<file path="config.mk">
export PLATFORM = sky130hd
export DESIGN_NAME = psg_5b_multi
export DESIGN_NICKNAME = d
export VERILOG_FILES = /design/src/rtl/psg_pkg.sv /design/src/rtl/psg_tone_ch.sv /design/src/rtl/psg_5b_multi.sv
export SDC_FILE = /design/constraint.sdc
export NUM_CORES = 1
export LEC_CHECK = 0
export ABC_AREA = 1
export BUFFER_PORTS_ARGS = -buffer_cell sky130_fd_sc_hd__buf_2
export CAP_MARGIN = 20
export CORE_ASPECT_RATIO = 2
export CORE_UTILIZATION = 37
export CTS_CLUSTER_SIZE = 12
export DETAILED_ROUTE_END_ITERATION = 8
export SETUP_SLACK_MARGIN = 0.15
export SLEW_MARGIN = 20
export SYNTH_ARGS = -nofsm -noshare
export SYNTH_HDL_FRONTEND = slang
export SYNTH_SLANG_ARGS = --single-unit
export TNS_END_PERCENT = 30
</file>
<file path="constraint.sdc">
create_clock -name phi_2 -period 8.2 [get_ports phi_2]
set_clock_uncertainty 0.2 [all_clocks]
set_input_delay 1.64 -clock phi_2 [delete_from_list [all_inputs] [get_ports phi_2]]
set_output_delay 1.64 -clock phi_2 [all_outputs]
set_load 0.005 [all_outputs]
</file>
<file path="src/rtl/psg_pkg.sv">
// Shared constants for the Sunsoft 5B-style PSG: register indices, mixer and
// envelope-shape bit positions, noise LFSR seed/tap and the log-volume DAC.
package psg_pkg;

  // Register indices (low 5 bits of the address latch)
  localparam int R_NOISE_PER = 6;
  localparam int R_MIXER_A   = 7;
  localparam int R_VOL_A     = 8;
  localparam int R_ENV_LO    = 11;
  localparam int R_ENV_HI    = 12;
  localparam int R_ENV_SHAPE = 13;
  localparam int R_TONE_B    = 16;
  localparam int R_MIXER_B   = 22;
  localparam int R_VOL_B     = 23;

  // Mixer register layout: tone disables in [2:0], noise disables in [5:3]
  localparam int MIX_TONE_DIS  = 0;
  localparam int MIX_NOISE_DIS = 3;
  localparam logic [7:0] MIXER_RESET = 8'h3F;

  // Volume register: [3:0] fixed level, [4] follow envelope
  localparam int VOL_ENV_BIT = 4;

  // Envelope shape bits
  localparam int SHAPE_HOLD = 0;
  localparam int SHAPE_ALT  = 1;
  localparam int SHAPE_ATT  = 2;
  localparam int SHAPE_CONT = 3;

  // Noise LFSR: shift right, new bit16 = b0 ^ b[LFSR_TAP]
  localparam logic [16:0] LFSR_SEED = 17'h00001;
  localparam int          LFSR_TAP  = 3;

  // Channels 0-2 live in the classic map, 3-5 in the extension block
  function automatic logic [4:0] tone_lo_reg(int ch);
    return (ch < 3) ? 5'(2 * ch) : 5'(R_TONE_B + 2 * (ch - 3));
  endfunction

  function automatic logic [4:0] tone_hi_reg(int ch);
    return tone_lo_reg(ch) + 5'd1;
  endfunction

  function automatic logic [4:0] vol_reg(int ch);
    return (ch < 3) ? 5'(R_VOL_A + ch) : 5'(R_VOL_B + ch - 3);
  endfunction

  function automatic logic [4:0] mixer_reg(int ch);
    return (ch < 3) ? 5'(R_MIXER_A) : 5'(R_MIXER_B);
  endfunction

  function automatic int mixer_bit(int ch);
    return ch % 3;
  endfunction

  // Logarithmic 4-bit volume to 8-bit amplitude
  function automatic logic [7:0] dac_level(logic [3:0] idx);
    logic [7:0] lvl;
    case (idx)
      4'd0:    lvl = 8'd0;
      4'd1:    lvl = 8'd2;
      4'd2:    lvl = 8'd3;
      4'd3:    lvl = 8'd4;
      4'd4:    lvl = 8'd6;
      4'd5:    lvl = 8'd8;
      4'd6:    lvl = 8'd11;
      4'd7:    lvl = 8'd16;
      4'd8:    lvl = 8'd23;
      4'd9:    lvl = 8'd32;
      4'd10:   lvl = 8'd45;
      4'd11:   lvl = 8'd64;
      4'd12:   lvl = 8'd90;
      4'd13:   lvl = 8'd127;
      4'd14:   lvl = 8'd180;
      default: lvl = 8'd255;
    endcase
    return lvl;
  endfunction

endpackage

</file>
<file path="src/rtl/psg_tone_ch.sv">
// One square-wave tone channel: 12-bit period counter plus square flip-flop.
// Period 0 behaves as period 1; a period written below the running count
// wraps on the next tick.
module psg_tone_ch (
  input  logic        clk,
  input  logic        rst_n,
  input  logic        tick,
  input  logic [11:0] period,
  output logic        sq
);

  logic [11:0] cnt_q;
  logic [12:0] cnt_inc;
  logic [11:0] period_eff;
  logic        wrap;

  // Wrap when the incremented count reaches max(period, 1)
  always_comb begin
    period_eff = (period == 12'd0) ? 12'd1 : period;
    cnt_inc    = {1'b0, cnt_q} + 13'd1;
    wrap       = (cnt_inc >= {1'b0, period_eff});
  end

  // Counter and square output advance once per generator tick
  always_ff @(negedge clk or negedge rst_n) begin
    if (!rst_n) begin
      cnt_q <= '0;
      sq    <= 1'b0;
    end else if (tick) begin
      if (wrap) begin
        cnt_q <= '0;
        sq    <= ~sq;
      end else begin
        cnt_q <= cnt_inc[11:0];
      end
    end
  end

endmodule

</file>
<file path="src/rtl/psg_5b_multi.sv">
// Sunsoft 5B-style PSG with 1..6 tone channels, shared noise LFSR, log DAC
// and saturating mixer. CPU writes: $C000 latches the register address,
// $E000 writes data. All state changes on the falling edge of phi_2;
// map_enable low clears everything asynchronously.
// Optional hardware envelope: define PSG_ENVELOPE_EN. Without it regs 11-13
// are ignored and volume bit 4 has no effect.
module psg_5b_multi
  import psg_pkg::*;
#(
  parameter int CHANNELS   = 3,
  parameter int PRESCALE   = 16,
  parameter int OUT_W      = 12,
  parameter int GAIN_SHIFT = 2
) (
  input  logic             phi_2,
  input  logic             map_enable,
  input  logic [7:0]       cpu_d,
  input  logic [4:0]       cpu_a,
  input  logic             cpu_ce_n,
  input  logic             cpu_rw,
  output logic [OUT_W-1:0] audio_out
);

  localparam int PRE_W = $clog2(PRESCALE);
  localparam int SUM_W = 11;
  localparam logic [31:0] OUT_MAX = 32'((64'd1 << OUT_W) - 64'd1);

  logic [7:0]       regs_q [32];
  logic [4:0]       raddr_q;
  logic             addr_wr;
  logic             data_wr;
  logic             write_ok;
  logic [PRE_W-1:0] presc_q;
  logic             tick;
  logic             noise;
  logic             unused_bits;

  assign unused_bits = ^cpu_a[2:0];

  // Registers that exist in this build; absent channels ignore writes
  function automatic logic reg_writable(logic [4:0] a);
    logic ok;
    ok = 1'b0;
    if (a <= 5'd5)
      ok = (int'(a >> 1) < CHANNELS);
    else if (a == 5'd6 || a == 5'd7)
      ok = 1'b1;
    else if (a >= 5'd8 && a <= 5'd10)
      ok = (int'(a - 5'd8) < CHANNELS);
`ifdef PSG_ENVELOPE_EN
    else if (a >= 5'd11 && a <= 5'd13)
      ok = 1'b1;
`endif
    else if (a >= 5'd16 && a <= 5'd21)
      ok = (3 + int'((a - 5'd16) >> 1) < CHANNELS);
    else if (a == 5'd22)
      ok = (CHANNELS > 3);
    else if (a >= 5'd23 && a <= 5'd25)
      ok = (3 + int'(a - 5'd23) < CHANNELS);
    return ok;
  endfunction

  // CPU bus decode: A14..A13 = 2 latches address, 3 writes data
  always_comb begin
    addr_wr  = !cpu_ce_n && !cpu_rw && (cpu_a[4:3] == 2'd2);
    data_wr  = !cpu_ce_n && !cpu_rw && (cpu_a[4:3] == 2'd3);
    write_ok = data_wr && reg_writable(raddr_q);
  end

  // Address latch and register file; mixers reset to all-disabled
  always_ff @(negedge phi_2 or negedge map_enable) begin
    if (!map_enable) begin
      raddr_q <= '0;
      for (int i = 0; i < 32; i++)
        regs_q[i] <= (i == R_MIXER_A || i == R_MIXER_B) ? MIXER_RESET : 8'h00;
    end else begin
      if (addr_wr)
        raddr_q <= cpu_d[4:0];
      if (write_ok)
        regs_q[raddr_q] <= cpu_d;
    end
  end

  assign tick = (presc_q == PRE_W'(PRESCALE - 1));

  // Prescaler: one generator tick every PRESCALE phi_2 cycles
  always_ff @(negedge phi_2 or negedge map_enable) begin
    if (!map_enable)
      presc_q <= '0;
    else
      presc_q <= tick ? '0 : presc_q + PRE_W'(1);
  end

  // ---------------- noise ----------------
  logic [4:0]  ncnt_q;
  logic [16:0] lfsr_q;
  logic [4:0]  nper_eff;
  logic        nwrap;

  always_comb begin
    nper_eff = (regs_q[R_NOISE_PER][4:0] == 5'd0) ? 5'd1 : regs_q[R_NOISE_PER][4:0];
    nwrap    = ({1'b0, ncnt_q} + 6'd1) >= {1'b0, nper_eff};
  end

  // Noise period counter; LFSR steps at each wrap
  always_ff @(negedge phi_2 or negedge map_enable) begin
    if (!map_enable) begin
      ncnt_q <= '0;
      lfsr_q <= LFSR_SEED;
    end else if (tick) begin
      if (nwrap) begin
        ncnt_q <= '0;
        lfsr_q <= {lfsr_q[0] ^ lfsr_q[LFSR_TAP], lfsr_q[16:1]};
      end else begin
        ncnt_q <= ncnt_q + 5'd1;
      end
    end
  end

  assign noise = lfsr_q[0];

`ifdef PSG_ENVELOPE_EN
  // ---------------- envelope ----------------
  logic [15:0] ecnt_q;
  logic [3:0]  estep_q;
  logic        eatt_q;
  logic        ehold_q;
  logic [3:0]  ehold_lvl_q;
  logic [15:0] eper_eff;
  logic        ewrap;
  logic        erestart;
  logic [3:0]  shape;
  logic [3:0]  env_level;

  always_comb begin
    eper_eff  = ({regs_q[R_ENV_HI], regs_q[R_ENV_LO]} == 16'd0) ? 16'd1
                : {regs_q[R_ENV_HI], regs_q[R_ENV_LO]};
    ewrap     = ({1'b0, ecnt_q} + 17'd1) >= {1'b0, eper_eff};
    erestart  = write_ok && (raddr_q == 5'(R_ENV_SHAPE));
    shape     = regs_q[R_ENV_SHAPE][3:0];
    env_level = ehold_q ? ehold_lvl_q : (eatt_q ? estep_q : ~estep_q);
  end

  // Envelope stepping; a shape write restarts and wins over a same-cycle wrap
  always_ff @(negedge phi_2 or negedge map_enable) begin
    if (!map_enable) begin
      ecnt_q      <= '0;
      estep_q     <= '0;
      eatt_q      <= 1'b0;
      ehold_q     <= 1'b0;
      ehold_lvl_q <= '0;
    end else if (erestart) begin
      ecnt_q      <= '0;
      estep_q     <= '0;
      eatt_q      <= cpu_d[SHAPE_ATT];
      ehold_q     <= 1'b0;
      ehold_lvl_q <= '0;
    end else if (tick) begin
      if (ewrap) begin
        ecnt_q <= '0;
        if (!ehold_q) begin
          if (estep_q != 4'd15) begin
            estep_q <= estep_q + 4'd1;
          end else if (!shape[SHAPE_CONT]) begin
            ehold_q     <= 1'b1;
            ehold_lvl_q <= 4'd0;
          end else if (shape[SHAPE_HOLD]) begin
            ehold_q     <= 1'b1;
            ehold_lvl_q <= (eatt_q ^ shape[SHAPE_ALT]) ? 4'd15 : 4'd0;
          end else if (shape[SHAPE_ALT]) begin
            eatt_q  <= ~eatt_q;
            estep_q <= 4'd0;
          end else begin
            estep_q <= 4'd0;
          end
        end
      end else begin
        ecnt_q <= ecnt_q + 16'd1;
      end
    end
  end
`endif

  // ---------------- tone channels and per-channel level ----------------
  logic [CHANNELS-1:0] sq;
  logic [7:0]          ch_level [CHANNELS];

  for (genvar ch = 0; ch < CHANNELS; ch++) begin : g_ch
    logic [11:0] period;
    logic [7:0]  vol;
    logic [3:0]  lvl_idx;
    logic        tone_dis;
    logic        noise_dis;
    logic        gate;

    assign period    = {regs_q[tone_hi_reg(ch)][3:0], regs_q[tone_lo_reg(ch)]};
    assign vol       = regs_q[vol_reg(ch)];
    assign tone_dis  = regs_q[mixer_reg(ch)][MIX_TONE_DIS + mixer_bit(ch)];
    assign noise_dis = regs_q[mixer_reg(ch)][MIX_NOISE_DIS + mixer_bit(ch)];
    assign gate      = (sq[ch] | tone_dis) & (noise | noise_dis);
`ifdef PSG_ENVELOPE_EN
    assign lvl_idx   = vol[VOL_ENV_BIT] ? env_level : vol[3:0];
`else
    assign lvl_idx   = vol[3:0];
`endif
    assign ch_level[ch] = gate ? dac_level(lvl_idx) : 8'd0;

    psg_tone_ch u_tone (
      .clk    (phi_2),
      .rst_n  (map_enable),
      .tick   (tick),
      .period (period),
      .sq     (sq[ch])
    );
  end

  // ---------------- mixer ----------------
  logic [SUM_W-1:0] sum;
  logic [31:0]      shifted;
  logic [OUT_W-1:0] audio_next;

  // Sum channel levels, apply gain, saturate to the output range
  always_comb begin
    sum = '0;
    for (int ch = 0; ch < CHANNELS; ch++)
      sum = sum + SUM_W'(ch_level[ch]);
    shifted    = 32'(sum) << GAIN_SHIFT;
    audio_next = (shifted > OUT_MAX) ? OUT_MAX[OUT_W-1:0] : shifted[OUT_W-1:0];
  end

  // Registered audio output
  always_ff @(negedge phi_2 or negedge map_enable) begin
    if (!map_enable)
      audio_out <= '0;
    else
      audio_out <= audio_next;
  end

endmodule
</file>
==> results.yml <==
logic_synthesis:
  synth-async-reset-ratio_pct: 100
  synth_edf_count: 0
  ys_seq_elements: 139
  avgSynthCellArea_um2: 7.91
  seq_area_frac_synth_pct: 37.9
  syn_area_mm2: 0.00920
  ys_warn_count: 0
  synth.distinct_cells: 45
  ys.flop_type: "dfrtn_1"
  syn_inst: 1163
critical_path:
  worst-setup-path-type: "in2reg"
  arrival_ns: 3.17
  critPathLaunchType: "input port"
  cp-end-kind: "register"
  crit_required_ns: 4.14
  path_max_fanout: 22
drt:
  firstDrtPassIters: 5
  drc: 0
  ant_nets: 0
  vias_per_cell: 5.03
  totalWireLength_um: 21600
  vias: 7724
  drtIter0Drc: 301
  wl_per_cell_um: 14.1
power:
  ir_drop_mv: 0.147
  leakagePower_nw: 5.18
  p_per_area_mw_per_mm2: 170
timing:
  hold_slack_ns: 0.209
  finalSetupViolCount: 0
  setup_tns_ns: 0
  finalWorstSetupSlack_ns: 0.977
  report.final.slew_viol_count: 0
  worst_slew_margin_rel_pct: 44.6
  finalHoldViolations: 0
  rsz0062_at_grt: "false"
  worst_slew_pin_slew_ns: 0.830
clock_network:
  clk_pin_slew_worst_paths_ns: 0.04
  cts_tree: "done"
  root_buffer: "clkbuf_16"
  cts-htree-levels: 4
  holdBufCountCts: 0
  clk_path_buf_depth: 2
  cts_resized: 0
  post_cts_buffers: 0
  clk_latency_ns: 0.44
  cts_sinks: 139
  numCtsBuffers: 17
job:
  maxCapViolCount: 0
final_layout:
  diodes: 0
  mostFrequentLayoutCells: "287 x nand2_1, 171 x inv_1, 132 x dfrtn_1"
  fillers: 2466
  drive_gt1_share_pct: 7.14
  multi_input_area_mm2: 0.00492
  final-seq-area_mm2: 0.00349
  area_delta_synth_final_pct: 12.0
  final_common_cell: "nand2_1"
  final_nets: 1307
place:
  port_buffers: 23
  dpl.hpwl_um: 16000
  place_ws_ns: 0.567
  place_congestion: 0.923
floorplan:
  row_count: 81
  core-area_mm2: 0.0244
  initial_utilization_pct: 37.7
  die_w_um: 113
  ios: 29
  die_y_um: 225
  die_area_mm2: 0.0255
global_route:
  antenna_found_initial: 0
  grt_pass1_vias: 7815
  gr-total-overflow: 0
  grt_use_total_pct: 18.4
  grt_max_degree: 71
  grt_first_pass_wirelength_um: 37100
outcome:
  outcome: "completed"
min_path:
  min_path_type: "reg2reg"
[cell type report]
cell class	count	area share (%)
clock buffers	21	4.69
clock inverters	18	1.15
inverters	166	6.05
multi-input cells	821	47.8
flip-flops and latches	139	33.8
well taps	332	4.03
repair buffers	39	2.47
[worst paths after layout]
path	startpoint	endpoint	slack, ns	cells after the start
worst max-delay path	cpu_rw	g_ch[1].period[5]$_DFFE_NN0P_	0.98	7
worst min-delay path	lfsr_q[1]$_DFFE_NN0P_	lfsr_q[0]$_DFFE_NN1P_	0.21	2
worst max register to register	raddr_q[2]$_DFFE_NN0P_	g_ch[0].period[3]$_DFFE_NN0P_	4.36	17
worst min register to register	lfsr_q[1]$_DFFE_NN0P_	lfsr_q[0]$_DFFE_NN1P_	0.21	2
max in group asynchronous	map_enable	g_ch[1].tone_dis$_DFFE_NN1P_	1.97	2
min in group asynchronous	map_enable	presc_q[1]$_DFF_NN0_	5.01	1
[worst max-delay path: stages]
cell and delay, ns:
buf_2 0.10, nor2_1 0.13, nand3_1 0.14, a21oi_4 0.54
nand3_1 0.40, nand2_1 0.16, nand2_1 0.06
[per-stage QoR]
stage                     instances  total power [mW]  utilization [%]  area (um^2)
after floorplan                1164             0.949                -         9200
after global placement         1498             0.999             39.7         9710
after detailed placement       1498              1.00             39.7         9710
after CTS                      1536              1.77             42.2        10300
after global routing           1536              1.85             42.2        10300
final                          1536              1.76             42.2        10300
[cells by family after synthesis]
| group | after synthesis | share of synthesized area (%) |
|---|---|---|
| other | 1 | 0.0408 |
| XOR/XNOR | 36 | 3.43 |
| flip-flops | 139 | 37.9 |
| buffers and inverters | 204 | 8.83 |
| adder cells (fa/ha/maj) | 99 | 14.2 |
| AO/OA/AOI/OAI | 166 | 10.6 |
| AND/OR/NAND/NOR | 518 | 25.0 |
[Yosys cell counts (2+ instances only)]
cell type,count,share of area [%]
ha_1,90,12
inv_1,165,6.7
o21ai_0,65,3.5
clkbuf_1,23,0.94
or2_2,2,0.14
dfrtn_1,132,36
nand3b_1,9,0.73
xor2_1,31,3.0
o211ai_1,6,0.49
o21bai_1,2,0.16
a21boi_0,2,0.16
buf_4,3,0.24
a21oi_1,42,2.3
nand3_1,45,2.4
nand4_1,74,5.0
xnor2_1,5,0.48
buf_1,3,0.12
nor3_1,20,1.1
nand2_2,2,0.14
a21o_1,3,0.24
nor4_1,9,0.61
nand2_1,287,12
a311oi_1,3,0.29
buf_6,4,0.49
a31oi_1,2,0.14
dfstp_2,7,2.0
o2111ai_1,6,0.57
nor2_1,66,2.7
fa_1,9,2.0
o22ai_1,22,1.5
buf_2,4,0.22
o31ai_1,3,0.24
a41o_1,4,0.44
o221ai_1,2,0.19
[layer usage]
layer | vias to the layer above | share of wire, % | track usage, %
li1 | 3926 | - | -
met1 | 3640 | 39 | 18.8
met2 | 108 | 55 | 35.4
met3 | 50 | 2.3 | 2.88
met4 | 0 | 4.0 | 9.00
met5 | - | 0 | 0
[power by group]
group          internal, mW  switching [mW]
Clock                 0.467           0.302
Sequential            0.703          0.0203
Combinational        0.0763           0.187
Total                  1.25           0.509
Power figures use the tool's default switching activity.
